`config.mk`:
```
export PLATFORM = sky130hd
export DESIGN_NAME = median3x3_pipe_flat
export DESIGN_NICKNAME = d
export VERILOG_FILES = /design/src/rtl/median3x3_pipe_if.sv /design/src/rtl/median3x3_pipe.sv /design/src/flat_wrapper.sv
export SDC_FILE = /design/constraint.sdc
export NUM_CORES = 1
export LEC_CHECK = 0
export ABC_AREA = 1
export BUFFER_PORTS_ARGS = -buffer_cell sky130_fd_sc_hd__buf_2
export CAP_MARGIN = 20
export CORE_MARGIN = 2
export CORE_UTILIZATION = 36
export CTS_CLUSTER_DIAMETER = 50
export DETAILED_ROUTE_END_ITERATION = 8
export HOLD_SLACK_MARGIN = 0.02
export PLACE_DENSITY_LB_ADDON = 0.3
export SLEW_MARGIN = 20
export SYNTH_ARGS = -nofsm -noshare
export SYNTH_HDL_FRONTEND = slang
export SYNTH_SLANG_ARGS = --single-unit
export TNS_END_PERCENT = 50
```
`constraint.sdc`:
```
create_clock -name iClk -period 5.3 [get_ports iClk]
set_clock_uncertainty 0.1 [all_clocks]
set_input_delay 1.06 -clock iClk [delete_from_list [all_inputs] [get_ports iClk]]
set_output_delay 1.06 -clock iClk [all_outputs]
set_load 0.01 [all_outputs]
```
`src/rtl/median3x3_pipe_if.sv`:
```
// Column-in / median-out bundle for median3x3_pipe.
// SORTER_MINMAX_EN adds the window min/max outputs.
interface median3x3_pipe_if #(parameter int DATA_W = 8);
    logic              iValid;
    logic              iClear;
    logic [DATA_W-1:0] iPixTop;
    logic [DATA_W-1:0] iPixMid;
    logic [DATA_W-1:0] iPixBot;
    logic              oValid;
    logic [DATA_W-1:0] oMedian;
`ifdef SORTER_MINMAX_EN
    logic [DATA_W-1:0] oMin;
    logic [DATA_W-1:0] oMax;
`endif

    modport master (
        output iValid, iClear, iPixTop, iPixMid, iPixBot,
        input  oValid, oMedian
`ifdef SORTER_MINMAX_EN
        , input oMin, oMax
`endif
    );

    modport slave (
        input  iValid, iClear, iPixTop, iPixMid, iPixBot,
        output oValid, oMedian
`ifdef SORTER_MINMAX_EN
        , output oMin, oMax
`endif
    );
endinterface

```
`src/rtl/median3x3_pipe.sv`:
```
// 4-stage 3x3 median: column sort, 3-column window, per-lane reduce, final median.
// Define SORTER_MINMAX_EN to also produce window min/max on the bus.
module median3x3_sort3 #(parameter int W = 8) (
    input  logic [2:0][W-1:0] din,
    output logic [2:0][W-1:0] dout
);
    logic [W-1:0] x0, x1, y1;

    // Three compare-swaps; equal values pass straight through.
    assign x0      = (din[1] < din[0]) ? din[1] : din[0];
    assign x1      = (din[1] < din[0]) ? din[0] : din[1];
    assign y1      = (din[2] < x1)     ? din[2] : x1;
    assign dout[2] = (din[2] < x1)     ? x1     : din[2];
    assign dout[0] = (y1 < x0)         ? y1     : x0;
    assign dout[1] = (y1 < x0)         ? x0     : y1;
endmodule

module median3x3_pipe #(parameter int DATA_W = 8) (
    input logic              iClk,
    input logic              iRst_n,
    median3x3_pipe_if.slave  bus
);
    typedef logic [2:0][DATA_W-1:0] colT;

    logic [3:1]        vldPipe;
    logic              c1;
    colT               s1In, s1Sort, s1Col;
    colT [2:0]         hist;
    logic [1:0]        fillCnt, fillNext;
    colT [2:0]         laneOut;
    logic [DATA_W-1:0] maxLo, medMid, minHi;
    colT               finSort;
    logic              oValidR;
    logic [DATA_W-1:0] oMedianR;
    logic              unusedBits;

    // S1: sort the incoming column
    assign s1In = {bus.iPixBot, bus.iPixMid, bus.iPixTop};
    median3x3_sort3 #(.W(DATA_W)) uColSort (.din(s1In), .dout(s1Sort));

    always_ff @(posedge iClk or negedge iRst_n) begin
        if (!iRst_n) begin
            vldPipe[1] <= 1'b0;
            c1         <= 1'b0;
            s1Col      <= '0;
        end else begin
            vldPipe[1] <= bus.iValid;
            c1         <= bus.iValid & bus.iClear;
            if (bus.iValid) s1Col <= s1Sort;
        end
    end

    // S2: history shift; a clear makes this column the first of a new window
    assign fillNext = c1 ? 2'd1 : ((fillCnt == 2'd3) ? 2'd3 : fillCnt + 2'd1);

    always_ff @(posedge iClk or negedge iRst_n) begin
        if (!iRst_n) begin
            vldPipe[2] <= 1'b0;
            hist       <= '0;
            fillCnt    <= '0;
        end else begin
            vldPipe[2] <= vldPipe[1] && (fillNext == 2'd3);
            if (vldPipe[1]) begin
                hist    <= {hist[1:0], s1Col};
                fillCnt <= fillNext;
            end
        end
    end

    // S3: lane k sorts the k-th ranked value of each column
    genvar k;
    generate
        for (k = 0; k < 3; k++) begin : gLane
            colT laneIn;
            assign laneIn = {hist[2][k], hist[1][k], hist[0][k]};
            median3x3_sort3 #(.W(DATA_W)) uLane (.din(laneIn), .dout(laneOut[k]));
        end
    endgenerate

`ifdef SORTER_MINMAX_EN
    logic [DATA_W-1:0] minLo, maxHi, oMinR, oMaxR;
`endif

    always_ff @(posedge iClk or negedge iRst_n) begin
        if (!iRst_n) begin
            vldPipe[3] <= 1'b0;
            maxLo      <= '0;
            medMid     <= '0;
            minHi      <= '0;
`ifdef SORTER_MINMAX_EN
            minLo      <= '0;
            maxHi      <= '0;
`endif
        end else begin
            vldPipe[3] <= vldPipe[2];
            if (vldPipe[2]) begin
                maxLo  <= laneOut[0][2];
                medMid <= laneOut[1][1];
                minHi  <= laneOut[2][0];
`ifdef SORTER_MINMAX_EN
                minLo  <= laneOut[0][0];
                maxHi  <= laneOut[2][2];
`endif
            end
        end
    end

    // S4: median of the three lane survivors is the window median
    median3x3_sort3 #(.W(DATA_W)) uFinal (.din({minHi, medMid, maxLo}), .dout(finSort));

    always_ff @(posedge iClk or negedge iRst_n) begin
        if (!iRst_n) begin
            oValidR  <= 1'b0;
            oMedianR <= '0;
`ifdef SORTER_MINMAX_EN
            oMinR    <= '0;
            oMaxR    <= '0;
`endif
        end else begin
            oValidR <= vldPipe[3];
            if (vldPipe[3]) begin
                oMedianR <= finSort[1];
`ifdef SORTER_MINMAX_EN
                oMinR    <= minLo;
                oMaxR    <= maxHi;
`endif
            end
        end
    end

    assign bus.oValid  = oValidR;
    assign bus.oMedian = oMedianR;
`ifdef SORTER_MINMAX_EN
    assign bus.oMin    = oMinR;
    assign bus.oMax    = oMaxR;
    assign unusedBits  = ^{laneOut[0][1], laneOut[1][2], laneOut[1][0], laneOut[2][1],
                           finSort[2], finSort[0]};
`else
    assign unusedBits  = ^{laneOut[0][1:0], laneOut[1][2], laneOut[1][0], laneOut[2][2:1],
                           finSort[2], finSort[0]};
`endif
endmodule

```
`src/flat_wrapper.sv`:
```
// flat-port wrapper written by rule: the top's interface ports become plain ports
module median3x3_pipe_flat 
#(parameter int DATA_W = 8)
  (iClk, iRst_n, bus_iValid, bus_iClear, bus_iPixTop, bus_iPixMid, bus_iPixBot, bus_oValid, bus_oMedian);
  median3x3_pipe_if #(.DATA_W(DATA_W)) bus_i ();
  input logic iClk;
  input logic iRst_n;
  input wire logic [$bits(bus_i.iValid)-1:0] bus_iValid;
  input wire logic [$bits(bus_i.iClear)-1:0] bus_iClear;
  input wire logic [$bits(bus_i.iPixTop)-1:0] bus_iPixTop;
  input wire logic [$bits(bus_i.iPixMid)-1:0] bus_iPixMid;
  input wire logic [$bits(bus_i.iPixBot)-1:0] bus_iPixBot;
  output wire logic [$bits(bus_i.oValid)-1:0] bus_oValid;
  output wire logic [$bits(bus_i.oMedian)-1:0] bus_oMedian;
  assign bus_i.iValid = bus_iValid;
  assign bus_i.iClear = bus_iClear;
  assign bus_i.iPixTop = bus_iPixTop;
  assign bus_i.iPixMid = bus_iPixMid;
  assign bus_i.iPixBot = bus_iPixBot;
  assign bus_oValid = bus_i.oValid;
  assign bus_oMedian = bus_i.oMedian;
  median3x3_pipe #(.DATA_W(DATA_W)) u_core (.iClk(iClk), .iRst_n(iRst_n), .bus(bus_i));
endmodule
```
* Yosys cells after proc, flatten, opt, wreduce, memory -nomap -nowiden
Cells that the tools add are included.
Word-level totals: bits in registers 135, bits of input ports 28, output and inout bits 9, word-level logic and storage cells 63
Operators by class: add/sub/neg operators 1, magnitude comparators 14, equal/unequal tests 2, mux-type cells 22, bitwise logic cells 1, reductions and logical operators 1
Operators with widths (number):
- two-way mux 8 bit | 20
- < comparator 8 bit | 14
- equality test 2 bit (second input constant) | 2
- two-way mux 2 bit | 2
- adder 2 x 1 -> 2 bit (second input constant) | 1
- bitwise AND 1 bit | 1
- logical AND 1 bit | 1

* Longest topological paths before layout
word-level depth 6, gate-level depth with buffers 34, depth with buffers taken out 30

* Cells and area by module
From an unflattened synthesis, not the netlist that was laid out.
Second synthesis, totals: cell total of the unflattened synthesis 1686, area, all modules 11190.7 sq um
Modules (own cells, without submodules):
- median3x3_sort3 | times used 5, cells an instance 230, area an instance 1228.7 sq um, sequential area each 0.0 sq um
- median3x3_pipe | times used 1, cells an instance 536, area an instance 5047.3 sq um, sequential area each 3378.2 sq um

* Least setup slack after synthesis
No wires, ideal clock.
path kind input to register, start point in bus_iPixTop[7], end point reg u_core.s1Col[12] (netlist bit), library setup time 0.118 ns, arrival time 5.081 ns, required time 5.082 ns, slack 0.001 ns, stages on the path 25, buffers on the path 4, cells stage by stage inv_1 ha_1 nand2_1 o21a_1 nand2_2 buf_2 clkbuf_1 nor2_1 a21oi_1 ha_1 nand2_1 nor2_1 a211oi_1 nand2_2 clkbuf_1 o21ai_0 inv_1 ha_1 nand2_1 nor2_1 a211oi_2 clkbuf_1 nand3_1 nand3_1 nand2_1
On the way: word-level cells in the longest chain between the ends 6, elaborated cells on any way between the ends 7, those cells by class 3 x order compare; 4 x mux
Ends and longest elaborated chain:
- start, declared | RTL line flat_wrapper.sv:10 | input wire logic [$bits(bus_i.iPixTop)-1:0] bus_iPixTop;
- < comparator 8 bit | RTL line median3x3_pipe.sv:10, median3x3_pipe.sv:11
- two-way mux 8 bit | RTL line median3x3_pipe.sv:11 | assign x1 = (din[1] < din[0]) ? din[0] : din[1];
- < comparator 8 bit | RTL line median3x3_pipe.sv:12 | assign y1 = (din[2] < x1) ? din[2] : x1;
- two-way mux 8 bit | RTL line median3x3_pipe.sv:12
- < comparator 8 bit | RTL line median3x3_pipe.sv:15 | assign dout[1] = (y1 < x0) ? x0 : y1;
- two-way mux 8 bit * | RTL line median3x3_pipe.sv:15
- end signal, assigned | RTL line median3x3_pipe.sv:49 | if (bus.iValid) s1Col <= s1Sort;
- end, declared | RTL line median3x3_pipe.sv:27 | colT s1In, s1Sort, s1Col;
Mark *: on every way between the ends. The rest lies on a longest branch, timed or not. A chain may end at the register's enable or synchronous reset.

* Worst setup path after layout
start point in bus_iPixTop[7], end point reg u_core.s1Col[1] (netlist bit)
On the way: word-level cells in the longest chain between the ends 6, elaborated cells on any way between the ends 7, those cells by class 3 x order compare; 4 x mux
Ends and longest elaborated chain:
- < comparator 8 bit | RTL line median3x3_pipe.sv:10, median3x3_pipe.sv:11
- two-way mux 8 bit | RTL line median3x3_pipe.sv:11
- < comparator 8 bit | RTL line median3x3_pipe.sv:12
- two-way mux 8 bit | RTL line median3x3_pipe.sv:12
- < comparator 8 bit | RTL line median3x3_pipe.sv:14 | assign dout[0] = (y1 < x0) ? y1 : x0;
- two-way mux 8 bit * | RTL line median3x3_pipe.sv:14
Marks and branches as above.

==> metrics.yaml <==
route.detailed.drc: 0
stdcell_count: 1622
required_ns: 5.56
critPathSlowestCell: "ha_1"
fin_area_mm2: 0.0102
post-place-ws_ns: -0.00662
synthCells: 1254
port_buffers: 36
cts_root_buf: "clkbuf_16"
timing.slew.headroom_pct: 44.0
synthFlopType: "dfrtp_1"
grt_setup_unrepaired: "no"
final-hold-violation-count: 0
ys_seq_area_share_pct: 37.2
synth_top_area_share_pct: 37.2
chipHeight_um: 163
tns_ns: 0
postCtsHoldBufs: 0
nFillCells: 2629
post_cts_resized: 0
synth.distinct_cells: 30
drtIter0Drc: 467
syn_area_per_cell_um2: 7.24
crit_fanout: 17
htree_num_levels: 4
clock_power_share_pct: 17.1
start_util_pct: 36.4
n_antenna_cell: 0
p_switching_mw: 3.43
fmax_mhz: 207
crit_chain: "buf_2, inv_1, ha_1, a21oi_1, o21a_1, nand2_2, a21oi_1, ha_1, a21oi_1, nor2_1, a211oi_1, nand2_2, o21ai_0, buf_4, inv_1, ha_1, nand2_1, nor2_1, a211oi_2, buf_4, nand2_4, nand2_1, nand3_1, nand2_1"
track_usage_pct: 16.3
slew_violations: 0
total_power_mw: 7.03
ant_nets: 0
num_rows: 58
vias_per_cell: 4.80
final_util_pct: 40.9
criticalPathCategory: "input port to register"
dieArea_mm2: 0.0265
antenna_found_initial: 0
crit_arrival_ns: 5.09
cts_setup_buffers: 0
grt_max_degree: 103
start_kind: "input port"
post-route-period-util_pct: 91.1
cts_tree: "done"
ys_async_sr_fraction_pct: 100
cts_buffers: 17
grt_pass1_vias: 7378
synth_most_common_cell: "nand2_1"
power_frac_comb_pct: 60.6
grt_pass1_wl_mm: 35.4
vias: 7791
cp-end-kind: "register"
synth_enable_flop_cells: 0
synth_area_mm2: 0.00908
power_density_mw_per_mm2: 688
synthTopCellsByArea: "dfrtp_1 37%, nand2_1 18%, ha_1 13%"
fin_crit_ns: 4.83
whs_ns: 0.374
clk_path_buf_depth: 2
p_int_mw: 3.60
syn_to_final_growth_pct: 12.5
yosys.area.top_type: "dfrtp_1"
fin_ws_ns: 0.473
clock-sinks: 135
p_leak_nw: 5.35
ff2ff_path_depth: 23
swShare_pct: 48.8
gp_congestion: 0.800
wl_per_cell_um: 12.4
place_hpwl_mm: 15.5
syn_nets: 1379
die_w_um: 163
ys.warnings.count: 0
critPathMaxStageDelay_ns: 0.32
placed_area_mm2: 0.00961
yosys_register_bits: 135
clkTransAtPathRegs_ns: 0.07
ys_top_cells_by_count: "426 x nand2_1, 170 x o21ai_0, 137 x inv_1"
overflow: 0
clock_latency_ns: 0.42
finalSetupViolations: 0
core-area_mm2: 0.0250
seq_power_share_pct: 22.2
min_path_type: "register to register"
holdPathStages: 2
routed_wl_mm: 20.0
status: "finished, final reports clean"
first_pass_iters: 5
vdd_drop_max_v: 0.000414
ioPinCount: 37
place_inst: 1590
layout-drive-gt1-share_pct: 8.59
maxCapViolCount: 0
tightestPinTransition_ns: 0.840
num-nets-final: 1404
## power groups by stage
stage               clock network, mW  logic, mW  registers (mW)
floorplan                           0       3.30            1.52
global placement                    0       4.15            1.58
detailed placement                  0       4.26            1.59
CTS                              1.23       4.28            1.57
global route                     1.28       5.05            1.61
finish                           1.20       4.26            1.56
## metal layers
| metal | vias to the layer above | routed length (µm) | track usage, % | share of wire [%] |
|---|---|---|---|---|
| met5 | - | 0 | 0 | 0 |
| li1 | 4148 | - | - | - |
| met3 | 21 | 487 | 2.32 | 2.4 |
| met1 | 3508 | 10300 | 23.1 | 51 |
| met2 | 114 | 8940 | 25.8 | 45 |
| met4 | 0 | 307 | 5.19 | 1.5 |
## cell families after synthesis
group,count (synthesis),synth area share [%]
buf+inv,188,8.03
simple gates,590,26.9
compound gates,244,14.5
flops,135,37.2
fa+ha+maj,97,13.4
## worst paths after layout
path	start	endpoint	slack (ns)
setup / recovery	bus_iPixTop[7]	u_core.s1Col[1]	0.47
hold / removal	u_core.bus.oMedian[3]	u_core.bus.oMedian[3]	0.37
setup reg to reg	u_core.gLane[2].laneIn[5]	u_core.minHi[3]	0.61
hold reg to reg	u_core.bus.oMedian[3]	u_core.bus.oMedian[3]	0.37
max in group asynchronous	iRst_n	u_core.gLane[0].laneIn[9]	3.51
min in group asynchronous	iRst_n	u_core.gLane[2].laneIn[19]	0.53
## cells in the final DEF, fill, tap and decap left out, types with 2 or more instances in the layout
cell and n:
o21ai_0 168, inv_8 6, nand2_4 5, o211ai_1 14, nor2_1 42, o21ai_1 2
ha_1 97, inv_2 4, nand3b_1 7, buf_4 16, a211oi_1 6, nand2_2 10
clkinv_4 2, nand2_1 426, nand3_1 94, dfrtp_1 134, inv_6 5, clkbuf_16 17
buf_2 35, inv_1 136, a21oi_1 44, and2_1 3, a211oi_2 3, o21a_1 3
## registers in the layout, summed over array words and instances, names as in the netlist
| name | flops |
|---|---|
| u_core.vldPipe | 3 |
| u_core.c1 | 1 |
| u_core.fillCnt | 2 |
| u_core.s1Col | 24 |
| u_core.medMid | 8 |
| u_core.gLane.laneIn | 72 |
| u_core.bus.oMedian | 8 |
| u_core.maxLo | 8 |
| u_core.bus.oValid | 1 |
| u_core.minHi | 8 |
## final cells by class
class / instances / area (µm²) / share of cell area [%]
inverter: 142 / 537 / 5.25
tap: 330 / 413 / 4.04
sequential: 135 / 3380 / 33.1
timing repair buffer: 52 / 307 / 3.00
clock buffer: 17 / 425 / 4.16
multi-input combinational: 931 / 4980 / 48.7
clock inverter: 15 / 175 / 1.71
## critical path, delay by kind of cell
kind            cells  cell delay (ns)
buf+inv             5             0.62
fa+ha+maj           3             0.86
simple gates        9             1.02
compound gates      7             1.52
No activity file was read; power rests on OpenSTA's default activity.
